==> config.mk <==
export PLATFORM = sky130hd
export DESIGN_NAME = pipe_ctrl_flat
export DESIGN_NICKNAME = d
export VERILOG_FILES = /design/src/rtl/pipe_pkg.sv /design/src/rtl/pipe_ctrl_if.sv /design/src/rtl/pipe_scoreboard.sv /design/src/rtl/pipe_ctrl.sv /design/src/flat_wrapper.sv
export SDC_FILE = /design/constraint.sdc
export NUM_CORES = 1
export LEC_CHECK = 0
export ABC_AREA = 1
export CELL_PAD_IN_SITES_DETAIL_PLACEMENT = 2
export CELL_PAD_IN_SITES_GLOBAL_PLACEMENT = 2
export CORE_ASPECT_RATIO = 0.75
export CORE_MARGIN = 2
export CORE_UTILIZATION = 25
export DETAILED_ROUTE_END_ITERATION = 10
export MAX_ROUTING_LAYER = met4
export PLACE_DENSITY = 0.77
export SLEW_MARGIN = 20
export SYNTH_ARGS = -nofsm -noshare
export SYNTH_HDL_FRONTEND = slang
export SYNTH_SLANG_ARGS = --single-unit
==> constraint.sdc <==
create_clock -name clk -period 1.6 [get_ports clk]
set_input_delay 0.32 -clock clk [delete_from_list [all_inputs] [get_ports clk]]
set_output_delay 0.32 -clock clk [all_outputs]
set_load 0.02 [all_outputs]
==> src/rtl/pipe_pkg.sv <==
// Shared types and constants for the pipeline sequencing controller.
// PIPE_REG_AW is also used by the decoder, so both sides agree on register address width.
package pipe_pkg;

   localparam int PIPE_REG_AW = 3;

   localparam logic [1:0] FWD_RF    = 2'b00;
   localparam logic [1:0] FWD_EXMEM = 2'b01;
   localparam logic [1:0] FWD_MEMWB = 2'b10;

   typedef enum logic [1:0] {
      ST_RUN     = 2'd0,
      ST_DRAIN   = 2'd1,
      ST_HALTED  = 2'd2
   } state_t;

   typedef struct packed {
      logic                   valid;
      logic [PIPE_REG_AW-1:0] rd;
      logic                   load;
   } sb_entry_t;

   // The EX entry is checked first because it holds the younger result.
   function automatic logic [1:0] fwd_sel(
      input logic                   used,
      input logic [PIPE_REG_AW-1:0] src,
      input sb_entry_t              ex,
      input sb_entry_t              mem
   );
      if (used && ex.valid && (ex.rd == src))
         return FWD_EXMEM;
      if (used && mem.valid && (mem.rd == src))
         return FWD_MEMWB;
      return FWD_RF;
   endfunction

endpackage

==> src/rtl/pipe_ctrl_if.sv <==
// Handshake bundle between the pipeline datapath/decoder and the sequencing controller.
// The datapath side uses master; the controller uses slave.
interface pipe_ctrl_if #(
   parameter int REG_AW = 3,
   parameter int CNT_W  = 16
);
   logic              id_valid;
   logic              id_regwrite;
   logic              id_memtoreg;
   logic              id_halt;
   logic [REG_AW-1:0] id_rd;
   logic [REG_AW-1:0] id_rs;
   logic              id_rs_used;
   logic [REG_AW-1:0] id_rt;
   logic              id_rt_used;
   logic              ex_br_taken;
   logic              mem_busy;

   logic              pc_en;
   logic              ifid_en;
   logic              ifid_flush;
   logic              idex_bubble;
   logic              exmem_en;
   logic              memwb_en;
   logic [1:0]        fwd_a;
   logic [1:0]        fwd_b;
   logic              halted;
   logic [CNT_W-1:0]  stall_cnt;

   modport master (
      output id_valid, id_regwrite, id_memtoreg, id_halt, id_rd, id_rs, id_rs_used,
             id_rt, id_rt_used, ex_br_taken, mem_busy,
      input  pc_en, ifid_en, ifid_flush, idex_bubble, exmem_en, memwb_en,
             fwd_a, fwd_b, halted, stall_cnt
   );

   modport slave (
      input  id_valid, id_regwrite, id_memtoreg, id_halt, id_rd, id_rs, id_rs_used,
             id_rt, id_rt_used, ex_br_taken, mem_busy,
      output pc_en, ifid_en, ifid_flush, idex_bubble, exmem_en, memwb_en,
             fwd_a, fwd_b, halted, stall_cnt
   );
endinterface

==> src/rtl/pipe_scoreboard.sv <==
// Three-entry in-flight destination scoreboard (EX, MEM, WB) with load-use detection
// and registered forwarding selects for the instruction entering EX.
module pipe_scoreboard
   import pipe_pkg::*;
(
   input  logic                   clk,
   input  logic                   rst_n,
   input  logic                   shift_en,
   input  logic                   ex_wr,
   input  logic                   fwd_clr,
   input  logic                   id_valid,
   input  logic                   id_memtoreg,
   input  logic [PIPE_REG_AW-1:0] id_rd,
   input  logic [PIPE_REG_AW-1:0] id_rs,
   input  logic                   id_rs_used,
   input  logic [PIPE_REG_AW-1:0] id_rt,
   input  logic                   id_rt_used,
   output logic                   load_use,
   output logic                   sb_empty,
   output logic [1:0]             fwd_a,
   output logic [1:0]             fwd_b
);

   sb_entry_t ex_q;
   sb_entry_t mem_q;
   sb_entry_t wb_q;

   assign load_use = id_valid && ex_q.valid && ex_q.load &&
                     ((id_rs_used && (ex_q.rd == id_rs)) ||
                      (id_rt_used && (ex_q.rd == id_rt)));

   assign sb_empty = !ex_q.valid && !mem_q.valid && !wb_q.valid;

   always_ff @(posedge clk or negedge rst_n) begin
      if (!rst_n) begin
         ex_q  <= '0;
         mem_q <= '0;
         wb_q  <= '0;
         fwd_a <= FWD_RF;
         fwd_b <= FWD_RF;
      end else if (shift_en) begin
         wb_q  <= mem_q;
         mem_q <= ex_q;
         ex_q  <= '{valid: ex_wr, rd: id_rd, load: (id_memtoreg && ex_wr)};
         fwd_a <= fwd_clr ? FWD_RF : fwd_sel(id_rs_used, id_rs, ex_q, mem_q);
         fwd_b <= fwd_clr ? FWD_RF : fwd_sel(id_rt_used, id_rt, ex_q, mem_q);
      end
   end

endmodule

==> src/rtl/pipe_ctrl.sv <==
// Five-stage pipeline sequencer: stall/flush/enable generation, halt drain and stall counter.
//   state     | meaning
//   ST_RUN    | normal issue; hazards, flushes and freezes handled each cycle
//   ST_DRAIN  | HALT issued; fetch stopped, older instructions and HALT retire
//   ST_HALTED | pipeline empty; everything held until reset
module pipe_ctrl
   import pipe_pkg::*;
#(
   parameter int REG_AW = PIPE_REG_AW,
   parameter int CNT_W  = 16
) (
   input  logic       clk,
   input  logic       rst_n,
   pipe_ctrl_if.slave bus
);

   localparam logic [CNT_W-1:0] CNT_ONE = {{(CNT_W-1){1'b0}}, 1'b1};

   state_t           state;
   logic [1:0]       drain_cnt;
   logic [CNT_W-1:0] stall_cnt;

   logic [REG_AW-1:0] id_rd;
   logic [REG_AW-1:0] id_rs;
   logic [REG_AW-1:0] id_rt;
   logic freeze, run, flush, stall, go_drain, drain_done;
   logic load_use, sb_empty, shift_en, ex_wr, bubble;
   logic pc_en, ifid_en, ifid_flush, idex_bubble, exmem_en, memwb_en;

   assign id_rd = bus.id_rd;
   assign id_rs = bus.id_rs;
   assign id_rt = bus.id_rt;

   assign freeze     = bus.mem_busy;
   assign run        = (state == ST_RUN);
   assign flush      = run && !freeze && bus.ex_br_taken;
   assign stall      = run && !freeze && !bus.ex_br_taken && load_use;
   assign go_drain   = run && !freeze && !bus.ex_br_taken && !load_use &&
                       bus.id_valid && bus.id_halt;
   // Counter at zero means HALT has taken three non-frozen steps and left WB.
   assign drain_done = (state == ST_DRAIN) && (drain_cnt == 2'd0) && sb_empty && !freeze;

   assign shift_en = !freeze && (state != ST_HALTED);
   assign bubble   = !run || flush || stall;
   assign ex_wr    = !bubble && bus.id_valid && bus.id_regwrite && !bus.id_halt;

   pipe_scoreboard u_sb (
      .clk         (clk),
      .rst_n       (rst_n),
      .shift_en    (shift_en),
      .ex_wr       (ex_wr),
      .fwd_clr     (bubble || !bus.id_valid),
      .id_valid    (bus.id_valid),
      .id_memtoreg (bus.id_memtoreg),
      .id_rd       (id_rd),
      .id_rs       (id_rs),
      .id_rs_used  (bus.id_rs_used),
      .id_rt       (id_rt),
      .id_rt_used  (bus.id_rt_used),
      .load_use    (load_use),
      .sb_empty    (sb_empty),
      .fwd_a       (bus.fwd_a),
      .fwd_b       (bus.fwd_b)
   );

   always_comb begin
      pc_en       = 1'b0;
      ifid_en     = 1'b0;
      ifid_flush  = 1'b1;
      idex_bubble = 1'b1;
      exmem_en    = 1'b0;
      memwb_en    = 1'b0;
      if (rst_n) begin
         if ((state == ST_HALTED) || freeze) begin
            ifid_flush  = 1'b0;
            idex_bubble = 1'b0;
         end else if (state == ST_DRAIN) begin
            exmem_en = 1'b1;
            memwb_en = 1'b1;
         end else if (flush) begin
            pc_en    = 1'b1;
            ifid_en  = 1'b1;
            exmem_en = 1'b1;
            memwb_en = 1'b1;
         end else if (stall) begin
            ifid_flush = 1'b0;
            exmem_en   = 1'b1;
            memwb_en   = 1'b1;
         end else begin
            pc_en       = 1'b1;
            ifid_en     = 1'b1;
            ifid_flush  = 1'b0;
            idex_bubble = 1'b0;
            exmem_en    = 1'b1;
            memwb_en    = 1'b1;
         end
      end
   end

   always_ff @(posedge clk or negedge rst_n) begin
      if (!rst_n) begin
         state     <= ST_RUN;
         drain_cnt <= 2'd0;
         stall_cnt <= '0;
      end else begin
         if ((stall || freeze) && (state != ST_HALTED) && (stall_cnt != '1))
            stall_cnt <= stall_cnt + CNT_ONE;
         case (state)
            ST_RUN: begin
               if (go_drain) begin
                  state     <= ST_DRAIN;
                  drain_cnt <= 2'd3;
               end
            end
            ST_DRAIN: begin
               if (!freeze && (drain_cnt != 2'd0))
                  drain_cnt <= drain_cnt - 2'd1;
               if (drain_done)
                  state <= ST_HALTED;
            end
            default: state <= ST_HALTED;
         endcase
      end
   end

   assign bus.pc_en       = pc_en;
   assign bus.ifid_en     = ifid_en;
   assign bus.ifid_flush  = ifid_flush;
   assign bus.idex_bubble = idex_bubble;
   assign bus.exmem_en    = exmem_en;
   assign bus.memwb_en    = memwb_en;
   assign bus.halted      = (state == ST_HALTED);
   assign bus.stall_cnt   = stall_cnt;

endmodule

==> src/flat_wrapper.sv <==
// flat-port wrapper written by rule: the top's interface ports become plain ports
module pipe_ctrl_flat import pipe_pkg::*;
#(
   parameter int REG_AW = PIPE_REG_AW,
   parameter int CNT_W  = 16
)
  (clk, rst_n, bus_id_valid, bus_id_regwrite, bus_id_memtoreg, bus_id_halt, bus_id_rd, bus_id_rs, bus_id_rs_used, bus_id_rt, bus_id_rt_used, bus_ex_br_taken, bus_mem_busy, bus_pc_en, bus_ifid_en, bus_ifid_flush, bus_idex_bubble, bus_exmem_en, bus_memwb_en, bus_fwd_a, bus_fwd_b, bus_halted, bus_stall_cnt);
  pipe_ctrl_if #(.REG_AW(REG_AW), .CNT_W(CNT_W)) bus_i ();
  input  logic clk;
  input  logic rst_n;
  input wire logic [$bits(bus_i.id_valid)-1:0] bus_id_valid;
  input wire logic [$bits(bus_i.id_regwrite)-1:0] bus_id_regwrite;
  input wire logic [$bits(bus_i.id_memtoreg)-1:0] bus_id_memtoreg;
  input wire logic [$bits(bus_i.id_halt)-1:0] bus_id_halt;
  input wire logic [$bits(bus_i.id_rd)-1:0] bus_id_rd;
  input wire logic [$bits(bus_i.id_rs)-1:0] bus_id_rs;
  input wire logic [$bits(bus_i.id_rs_used)-1:0] bus_id_rs_used;
  input wire logic [$bits(bus_i.id_rt)-1:0] bus_id_rt;
  input wire logic [$bits(bus_i.id_rt_used)-1:0] bus_id_rt_used;
  input wire logic [$bits(bus_i.ex_br_taken)-1:0] bus_ex_br_taken;
  input wire logic [$bits(bus_i.mem_busy)-1:0] bus_mem_busy;
  output wire logic [$bits(bus_i.pc_en)-1:0] bus_pc_en;
  output wire logic [$bits(bus_i.ifid_en)-1:0] bus_ifid_en;
  output wire logic [$bits(bus_i.ifid_flush)-1:0] bus_ifid_flush;
  output wire logic [$bits(bus_i.idex_bubble)-1:0] bus_idex_bubble;
  output wire logic [$bits(bus_i.exmem_en)-1:0] bus_exmem_en;
  output wire logic [$bits(bus_i.memwb_en)-1:0] bus_memwb_en;
  output wire logic [$bits(bus_i.fwd_a)-1:0] bus_fwd_a;
  output wire logic [$bits(bus_i.fwd_b)-1:0] bus_fwd_b;
  output wire logic [$bits(bus_i.halted)-1:0] bus_halted;
  output wire logic [$bits(bus_i.stall_cnt)-1:0] bus_stall_cnt;
  assign bus_i.id_valid = bus_id_valid;
  assign bus_i.id_regwrite = bus_id_regwrite;
  assign bus_i.id_memtoreg = bus_id_memtoreg;
  assign bus_i.id_halt = bus_id_halt;
  assign bus_i.id_rd = bus_id_rd;
  assign bus_i.id_rs = bus_id_rs;
  assign bus_i.id_rs_used = bus_id_rs_used;
  assign bus_i.id_rt = bus_id_rt;
  assign bus_i.id_rt_used = bus_id_rt_used;
  assign bus_i.ex_br_taken = bus_ex_br_taken;
  assign bus_i.mem_busy = bus_mem_busy;
  assign bus_pc_en = bus_i.pc_en;
  assign bus_ifid_en = bus_i.ifid_en;
  assign bus_ifid_flush = bus_i.ifid_flush;
  assign bus_idex_bubble = bus_i.idex_bubble;
  assign bus_exmem_en = bus_i.exmem_en;
  assign bus_memwb_en = bus_i.memwb_en;
  assign bus_fwd_a = bus_i.fwd_a;
  assign bus_fwd_b = bus_i.fwd_b;
  assign bus_halted = bus_i.halted;
  assign bus_stall_cnt = bus_i.stall_cnt;
  pipe_ctrl #(.REG_AW(REG_AW), .CNT_W(CNT_W)) u_core (.clk(clk), .rst_n(rst_n), .bus(bus_i));
endmodule
## Word level (Yosys, flattened, before mapping)

Cells that the tools add are included.

- Bits in registers: 34
- Bits of input ports: 19
- Output and inout bits: 27
- Word-level logic and storage cells: 121

- Add/sub/neg operators: 2
- Equal/unequal tests: 11
- Multiplexer cells: 42
- Reductions and logical operators: 55

Operator list:

| cell | number |
|---|---|
| $logic_and A1 B1 Y1 | 33 |
| $mux W2 | 14 |
| $mux W1 | 26 |
| $add A16 B1 Y16 const B | 1 |
| $ne A16 B16 Y1 const B | 1 |
| $eq A3 B3 Y1 | 4 |
| $logic_not A1 Y1 | 10 |
| $pmux W2 S2 | 2 |
| $logic_or A1 B1 Y1 | 6 |
| $ne A2 B2 Y1 const B | 3 |
| $logic_not A2 Y1 | 2 |
| $reduce_bool A2 Y1 | 2 |
| $reduce_and A3 Y1 | 1 |
| $eq A2 B1 Y1 const B | 1 |
| $eq A2 B2 Y1 const B | 1 |
| $ne A2 B1 Y1 const B | 1 |
| $reduce_and A2 Y1 | 1 |
| $sub A2 B1 Y2 const B | 1 |

## Longest topological paths before layout

Gate-level depths: netlist (run 1).

- Depth after elaboration: 11
- Depth in mapped cells: 12

## Hierarchy

From an unflattened synthesis (run 1), not the netlist that was laid out.

- Cells, all modules: 312
- Area total of the unflattened synthesis: 2149.6 µm²

Modules (own cells, without submodules):

| module | times used | cells an instance | area each (µm²) | seq. area each (µm²) |
|---|---|---|---|---|
| pipe_ctrl | 1 | 202 | 1372.6 | 500.5 |
| pipe_scoreboard | 1 | 110 | 777.0 | 350.3 |

## Worst setup path after synthesis (run 1)

No wires, ideal clock.

- Kind: register to output
- Start: reg u_core.state[1]
- End: out bus_pc_en
- Data arrival time: 1809 ps
- Data required time: 1280 ps
- Path slack: -529 ps
- Stages on the path, launching flop included: 9
- Path buffers: 1
- Path through: dfrtp_1 > nand2_2 > inv_1 > nor2_4 > inv_1 > nor2_1 > nand3_1 > inv_1 > buf_4

- Elaborated cells between the ends (all ways): 13
- Those cells by class: eq/ne (2); mux (5); reduce/logical (6)

RTL lines:

| item | RTL line | source |
|---|---|---|
| from (decl) | pipe_ctrl.sv:19 | `state_t state;` |
| from (signal assigned) | pipe_ctrl.sv:102 | `state <= ST_RUN;` |
| from (signal assigned) | pipe_ctrl.sv:111 | `state <= ST_DRAIN;` |
| from (signal assigned) | pipe_ctrl.sv:119 | `state <= ST_HALTED;` |
| $eq A2 B2 Y1 | n/a |  |
| named net bus_halted | flat_wrapper.sv:30 | `output wire logic [$bits(bus_i.halted)-1:0] bus_halted;` |
| $logic_or A1 B1 Y1 | pipe_ctrl.sv:74 | `if ((state == ST_HALTED) \|\| freeze) begin` |
| $mux W1 | pipe_ctrl.sv:74 |  |
| $mux W1 | pipe_ctrl.sv:73 | `if (rst_n) begin` |
| to (decl) | flat_wrapper.sv:22 | `output wire logic [$bits(bus_i.pc_en)-1:0] bus_pc_en;` |

The timed path passes the listed nets, and every way through them passes these cells.

## Worst setup path in the final report (run 1)

- Start: in bus_id_rt_used
- End: out bus_pc_en

- Cells in the longest elaborated chain, start to end: 9

Ends and longest elaborated chain:

| item | RTL line | source |
|---|---|---|
| from (decl) | flat_wrapper.sv:19 | `input wire logic [$bits(bus_i.id_rt_used)-1:0] bus_id_rt_used;` |
| $logic_and A1 B1 Y1 | pipe_scoreboard.sv:30 | `(id_rt_used && (ex_q.rd == id_rt)));` |
| $logic_or A1 B1 Y1 | pipe_scoreboard.sv:29 | `((id_rs_used && (ex_q.rd == id_rs)) \|\|` |
| $logic_and A1 B1 Y1 | pipe_scoreboard.sv:28 | `assign load_use = id_valid && ex_q.valid && ex_q.load &&` |
| $logic_and A1 B1 Y1 | pipe_ctrl.sv:37 | `assign stall = run && !freeze && !bus.ex_br_taken && load_use;` |
| $mux W1 | pipe_ctrl.sv:85 | `end else if (stall) begin` |
| $mux W1 | pipe_ctrl.sv:80 | `end else if (flush) begin` |
| $mux W1 | pipe_ctrl.sv:77 | `end else if (state == ST_DRAIN) begin` |
| $mux W1 | pipe_ctrl.sv:74 |  |
| $mux W1 | pipe_ctrl.sv:73 |  |

Every way passes these cells.

==> results of run 1 <==
cell families (layout without fill, tap and decap cells):
group | count (synthesis) | after routing | share of synthesized area [%]
DFF | 34 | 34 | 40.6
buffers and inverters | 40 | 162 | 8.06
AOI/OAI and AO/OA | 15 | 15 | 3.58
xor gates and xnor gates | 17 | 17 | 7.10
and+or+nand+nor | 180 | 181 | 39.5
adders and majority gates | 2 | 2 | 1.19
layout by cell type, fill, tap and decap left out, drive strengths merged:
cell type,synthesis,layout
xnor2,9,9
dfrtp,34,34
nand2,105,105
nor3,3,3
nand3,21,22
clkdlybuf4s50,0,11
ha,2,2
dlymetal6s2s,0,2
nor2,30,30
clkbuf,2,7
nor3b,3,3
o21ai,15,15
dlygate4sd2,0,24
clkinv,0,2
buf,6,85
xor2,8,8
inv,32,31
nand4,18,18
per-stage QoR:
step | total power [W] | area, µm²
global placement | 0.00275 | 3080
floorplan | 0.00204 | 2150
global route | 0.00465 | 3680
CTS | 0.00382 | 3400
finish | 0.00440 | 3680
detailed placement | 0.00284 | 3080
report_power, final:
| part | internal (W) | total, W | switching (W) |
|---|---|---|---|
| combinational | 0.00107 | 0.00241 | 0.00134 |
| clock | 0.000349 | 0.000712 | 0.000363 |
| sequential | 0.00105 | 0.00127 | 0.000227 |
| total | 0.00247 | 0.00440 | 0.00193 |
routing by layer:
layer / up-vias / part of all wire, %
met4: 0 / 2.0
met3: 18 / 3.3
met5: - / 0
li1: 1165 / -
met2: 54 / 49
met1: 1301 / 46
worst max path at each step:
stage | to | slack [ns] | cells past startpoint
detailed placement | bus_idex_bubble | -0.94 | 10
finish | bus_pc_en | -0.36 | 9
global route | bus_pc_en | -0.44 | 9
floorplan | bus_pc_en | -0.08 | 8
global placement | bus_idex_bubble | -0.83 | 10
CTS | bus_pc_en | -0.28 | 9
repair_timing:
item | CTS | global route
cloned | 1 | 0
setup buffers | 17 | 12
pin swaps | 12 | 23
endpoints found under the setup margin | 47 | 34
gates resized for setup | 106 | 66
worst reg2reg max path: stages, from the launching register on:
cell	delay [ns]
dfrtp_2	0.45
nand2_1	0.10
nand2_1	0.08
nor2_2	0.16
nand2_2	0.09
nand2_4	0.10
nand3_4	0.10
buf_6	0.17
nand2_8	0.09
buf_8	0.15
nand4_1	0.15
nand2_1	0.15
sequential cells by signal, indices dropped and copies added, names as in the netlist:
signal / count
u_core.state: 2
u_core.drain_cnt: 2
u_core.u_sb.fwd_b: 2
u_core.u_sb.ex_q: 5
u_core.u_sb.mem_q: 4
u_core.bus.stall_cnt: 16
u_core.u_sb.fwd_a: 2
u_core.u_sb.wb_q: 1
area by class of cell:
cell class              count  share of cell area, %
clock buffers               7                   2.34
flip-flops and latches     34                   23.3
repair buffers            122                   29.0
well taps                 105                   3.57
inverters                  32                   3.53
clock inverters             1                  0.136
multi-input cells         215                   38.1
==> qor.yml, run 1 <==
die_height_um: 83.3
antenna_cells: 0
nets: 431
viasPerCell: 4.92
cp.arrival_ns: 1.64
post-route-util_pct: 45.9
ys_async_sr_fraction_pct: 100
ys_seq_elements: 34
stdcell_count: 516
synth_top_cells_by_count: "101 x nand2_1, 34 x dfrtp_1, 30 x inv_1, 27 x nor2_1, 19 x nand3_1"
critPathLaunch: "bus_id_rt_used"
place_congestion: 0.802
firstDrtPassIters: 4
ctsHoldBuffers: 0
grt_max_degree: 25
io_pins: 46
cts_tree: "yes"
synth_most_common_cell: "nand2_1"
io_buffer_count: 45
routedWlPerCell_um: 22.5
grtUsageMet3_pct: 2.59
syn_nets: 309
drive_gt1_share_pct: 44.5
cts_made_buffers: 5
multi_input_area_um2: 1400
htree_levels: 2
worstPathCellList: "clkdlybuf4s50_1 -> nand2_2 -> nor2_4 -> nand2_2 -> nand2_4 -> nand3_4 -> nand3_4 -> inv_4 -> buf_6"
cts_root_buf: "clkbuf_8"
slew_violations: 0
worst_pin_slew_ns: 0.354
fin_setup_tns_ns: -6.27
post-dp-hpwl_um: 5950
fmax_mhz: 510
grt.busiest_layer: "met2"
die_w_um: 110
synth_area_per_cell_um2: 7.28
finalCritPeriodShare_pct: 122
setup_violations: 31
leakage_nw: 1.82
rsz0062_at_grt: "yes"
cp-end-kind: "output pin"
use_met2_pct: 38.7
dpl.cell_count: 483
relSlewSlack_pct: 76.4
first_global_vias: 2774
synth_edf_count: 0
criticalPathCategory: "input pin to output pin"
path_max_fanout: 3
grt_overflow: 0
yosysTopAreaCell: "dfrtp_1"
fill_cells: 893
detail-route-antenna-nets: 0
dp_slack_ns: -0.936
yosysUniqueCellTypes: 23
drt-total-wl_um: 11600
r2r-end: "u_core.bus.stall_cnt[8]$_DFFE_PN0P_"
critical-path-top-delay-family: "buffers and inverters"
ys_seq_area_share_pct: 40.6
ir_drop_uv: 560
cts_sinks: 34
initial_utilization_pct: 26.1
finClkSkew_ns: 0.0122
r2r-start: "u_core.u_sb.ex_q[2]$_DFFE_PN0P_"
cap_violations: 0
status: "finished, violations left"
drcViolationCount: 0
clk_latency_ns: 0.30
worstHoldPathType: "input pin to async pin"
critical-path-max-stage-delay_ns: 0.53
start_kind: "input pin"
worstPathRequired_ns: 1.28
syn_inst: 288
power_density_nw_per_um2: 1190
final.setup.worst_slack_ns: -0.359
track_usage_pct: 23.7
violations: "negative setup slack"
regArea_um2: 858
clk_path_buf_depth: 2
crit_buf_inv: 3
core_area_um2: 8020
dieArea_um2: 9140
holdWs_ns: 0.105
path_clk_slew_ns: 0.09
grt_first_pass_wirelength_um: 16100
vias: 2538
area_growth_pct: 75.8
std_cell_rows: 28
synth_ff_type: "dfrtp_1"
cp_slowest_cell: "clkdlybuf4s50_1"
drtIter0Drc: 180
yosys-top-cells-area: "dfrtp_1 41%, nand2_1 18%, inv_1 5.4%"
ff2ff_setup_slack_ns: -0.25
yosysWarnings: 0
antenna_found_initial: 0
yosys.area.top_type_share_pct: 40.6
finalCriticalPeriod_ns: 1.96
use_met1_pct: 31.7
reg2reg_depth: 11
finalHoldViolCount: 0
synthesis.area_um2: 2100
Note: power is estimated with default switching activity, not from simulation.
==> inputs of run 2 (changes only) <==
- CORE_MARGIN: 2 -> 3
- CORE_UTILIZATION: 25 -> 28
- CTS_BUF_LIST: not set -> sky130_fd_sc_hd__clkbuf_8 sky130_fd_sc_hd__clkbuf_16
- PLACE_DENSITY: 0.77 -> 0.82
- clock period: 1.6 -> 1.9 ns (I/O delays scaled with it)
==> run 2 against run 1 <==
Against the previous run:
- the run still ends with negative setup slack left
- worst hold slack lost 0.060 ns
- critical endpoint is now bus_ifid_en
- cell area fell by 10%
- first-iteration DRC count down 16%
- power is 23% lower
- register-to-register slack better by 0.14 ns
==> qor.yml, run 2 (same netlist as run 1, synthesis figures left out) <==
worst_pin_slew_ns: 0.390  # +0.0358 ns
place_area_um2: 2880  # -6.6%
pwr-share-clk_pct: 17.8  # +1.6 points
std_cell_rows: 26  # -7.1%
final.setup.worst_slack_ns: -0.118  # +0.242 ns
path_max_fanout: 3  # unchanged
regArea_um2: 853  # -0.58%
die_height_um: 80.9  # -2.8%
drive_gt1_share_pct: 33.9  # -11 points
grt_overflow: 0  # unchanged
track_usage_pct: 24.6  # +0.84 points
top_regs: "u_core.bus.stall_cnt x16, u_core.u_sb.ex_q x5, u_core.u_sb.mem_q x4"
place_congestion: 0.828  # +3.3%
setup.worst_path.end: "bus_ifid_en"
worstPathRequired_ns: 1.52  # +0.24 ns
finClkSkew_ns: 0.00985  # -0.00235 ns
grt_first_pass_wirelength_um: 15600  # -3.2%
r2r-end: "u_core.bus.stall_cnt[5]$_DFFE_PN0P_"
grt_max_degree: 24  # -4.0%
first_global_vias: 2596  # -6.4%
final_cell_area_um2: 3310  # -10%
violations: "negative setup slack"
multi_input_area_um2: 1260  # -10%
mostFrequentLayoutCells: "72 x nand2_1, 50 x buf_4, 32 x dfrtp_1, 31 x nand2_2, 28 x clkdlybuf4s50_1"
cts_root_buf: "clkbuf_8"
cts_sinks: 34  # unchanged
path_clk_slew_ns: 0.08  # about the same
reg2reg_depth: 13  # +2
io_pins: 46  # unchanged
antenna_found_initial: 0  # unchanged
max_flop_register: "u_core.bus.stall_cnt"
power_frac_comb_pct: 50.6  # -4.2 points
fill_cells: 807  # -9.6%
finalHoldViolCount: 0  # unchanged
leakage_nw: 1.57  # -14%
start_kind: "flip-flop"
switching_share_pct: 44.0  # about the same
clk_latency_ns: 0.31  # about the same
largest_reg_flops: 16  # unchanged
ff2ff_setup_slack_ns: -0.11  # +0.14 ns
drt-total-wl_um: 11600  # -0.65%
setup_violations: 19  # -39%
htree_levels: 2  # unchanged
io_buffer_count: 45  # unchanged
post-dp-hpwl_um: 6130  # +3.0%
firstDrtPassIters: 4  # unchanged
clk_path_buf_depth: 2  # unchanged
status: "finished, violations left"
internal_power_w: 0.00189  # -23%
antenna_cells: 0  # unchanged
relSlewSlack_pct: 73.9  # -2.5 points
viasPerCell: 5.20  # +5.8%
seqPwrFrac_pct: 31.6  # +2.6 points
rsz0062_at_grt: "yes"
worstHoldPathType: "input pin to async pin"
dp_slack_ns: -0.727  # +0.209 ns
initial_utilization_pct: 29.8  # +3.7 points
finalCriticalPeriod_ns: 2.02
cts_tree: "yes"
critPathLaunch: "u_core.u_sb.ex_q[1]$_DFFE_PN0P_"
ir_drop_uv: 373  # -34%
core_area_um2: 7030  # -12%
routedWlPerCell_um: 23.9  # +5.9%
r2r-start: "u_core.u_sb.ex_q[1]$_DFFE_PN0P_"
dieArea_um2: 8570  # -6.2%
drcViolationCount: 0  # unchanged
criticalPathCategory: "flip-flop to output pin"
final_common_cell: "nand2_1"
finalCritPeriodShare_pct: 106
detail-route-antenna-nets: 0  # unchanged
slew_violations: 0  # unchanged
cp-end-kind: "output pin"
die_w_um: 106  # -3.5%
power.total_w: 0.00338  # -23%
power_density_nw_per_um2: 1020  # -14%
cap_violations: 0  # unchanged
nets: 406  # -5.8%
drtIter0Drc: 151  # -16%
p_sw_w: 0.00149  # -23%
cp.arrival_ns: 1.64  # about the same
vias: 2519  # -0.75%
cts_made_buffers: 5  # unchanged
area_growth_pct: 57.7
fmax_mhz: 496
## run 2: changes by cell type in the layout (fill, tap and decap cells not counted), sizes merged
cell	before	now
dlygate4sd2	24	8
dlymetal6s2s	2	1
inv	31	33
clkdlybuf4s15	0	1
clkdlybuf4s50	11	28
clkbuf	7	6
clkinv	2	1
buf	85	59
## run 2: metrics by stage
step	utilization (%)	hold WS [ns]	TNS, ns	instances
6_report	47.0	0.0456	-0.998	484
3_3_place_gp	40.9	0.361	-8.98	455
2_1_floorplan	-	0.0844	0	288
5_1_grt	47.0	0.0451	-2.92	484
4_1_cts	43.8	0.0333	-0.178	473
3_5_place_dp	40.9	0.348	-11.89	455
## run 2: power by group through the flow
stage,Sequential [W],Combinational [W],Clock (W)
after floorplan,0.00105,0.000611,0
after CTS,0.00104,0.00137,0.000596
final,0.00107,0.00171,0.000603
after global routing,0.00109,0.00184,0.000645
after global placement,0.00102,0.00117,0
after detailed placement,0.00104,0.00124,0
## run 2: how the worst min path moves through the flow
stage	endpoint	slack [ns]	startpoint
finish	u_core.bus.stall_cnt[15]$_DFFE_PN0P_	0.05	rst_n
global route	u_core.bus.stall_cnt[14]$_DFFE_PN0P_	0.05	rst_n
CTS	u_core.bus.stall_cnt[12]$_DFFE_PN0P_	0.03	rst_n
detailed placement	u_core.bus.stall_cnt[12]$_DFFE_PN0P_	0.35	rst_n
global placement	u_core.bus.stall_cnt[12]$_DFFE_PN0P_	0.36	rst_n
floorplan	u_core.bus.stall_cnt[0]$_DFFE_PN0P_	0.08	rst_n
## run 2: layout make-up
| cell class | count | area share [%] |
|---|---|---|
| clock buffer | 6 | 2.50 |
| timing repair buffer | 97 | 26.0 |
| inverter | 32 | 3.63 |
| clock inverter | 2 | 0.265 |
| sequential | 34 | 25.8 |
| multi-input combinational | 215 | 38.0 |
| tap | 98 | 3.71 |
## run 2: repair_timing
| item | 4_1_cts | 5_1_grt |
|---|---|---|
| resized for setup | 55 | 52 |
| cloned | 1 | 0 |
| setup endpoints to repair | 22 | 31 |
| hold buffers | 0 | 0 |
| pin swaps | 10 | 16 |
| buffers inserted | 9 | 11 |
## run 2: worst max-delay path, cell delays in order (launching register included)
cell     delay [ns]
dfrtp_1        0.40
inv_2          0.08
nand2_2        0.08
nand2_2        0.06
nor2_2         0.14
nand2_1        0.09
nand2_2        0.12
nand3_4        0.10
nand3_2        0.08
inv_2          0.05
buf_6          0.12
## run 2: metal layers
| layer | track usage, % | vias to the layer above | wire (µm) |
|---|---|---|---|
| met1 | 32.3 | 1289 | 5040 |
| li1 | - | 1110 | - |
| met3 | 3.65 | 19 | 533 |
| met5 | - | - | 0 |
| met4 | 8.41 | 0 | 281 |
| met2 | 39.3 | 101 | 5700 |
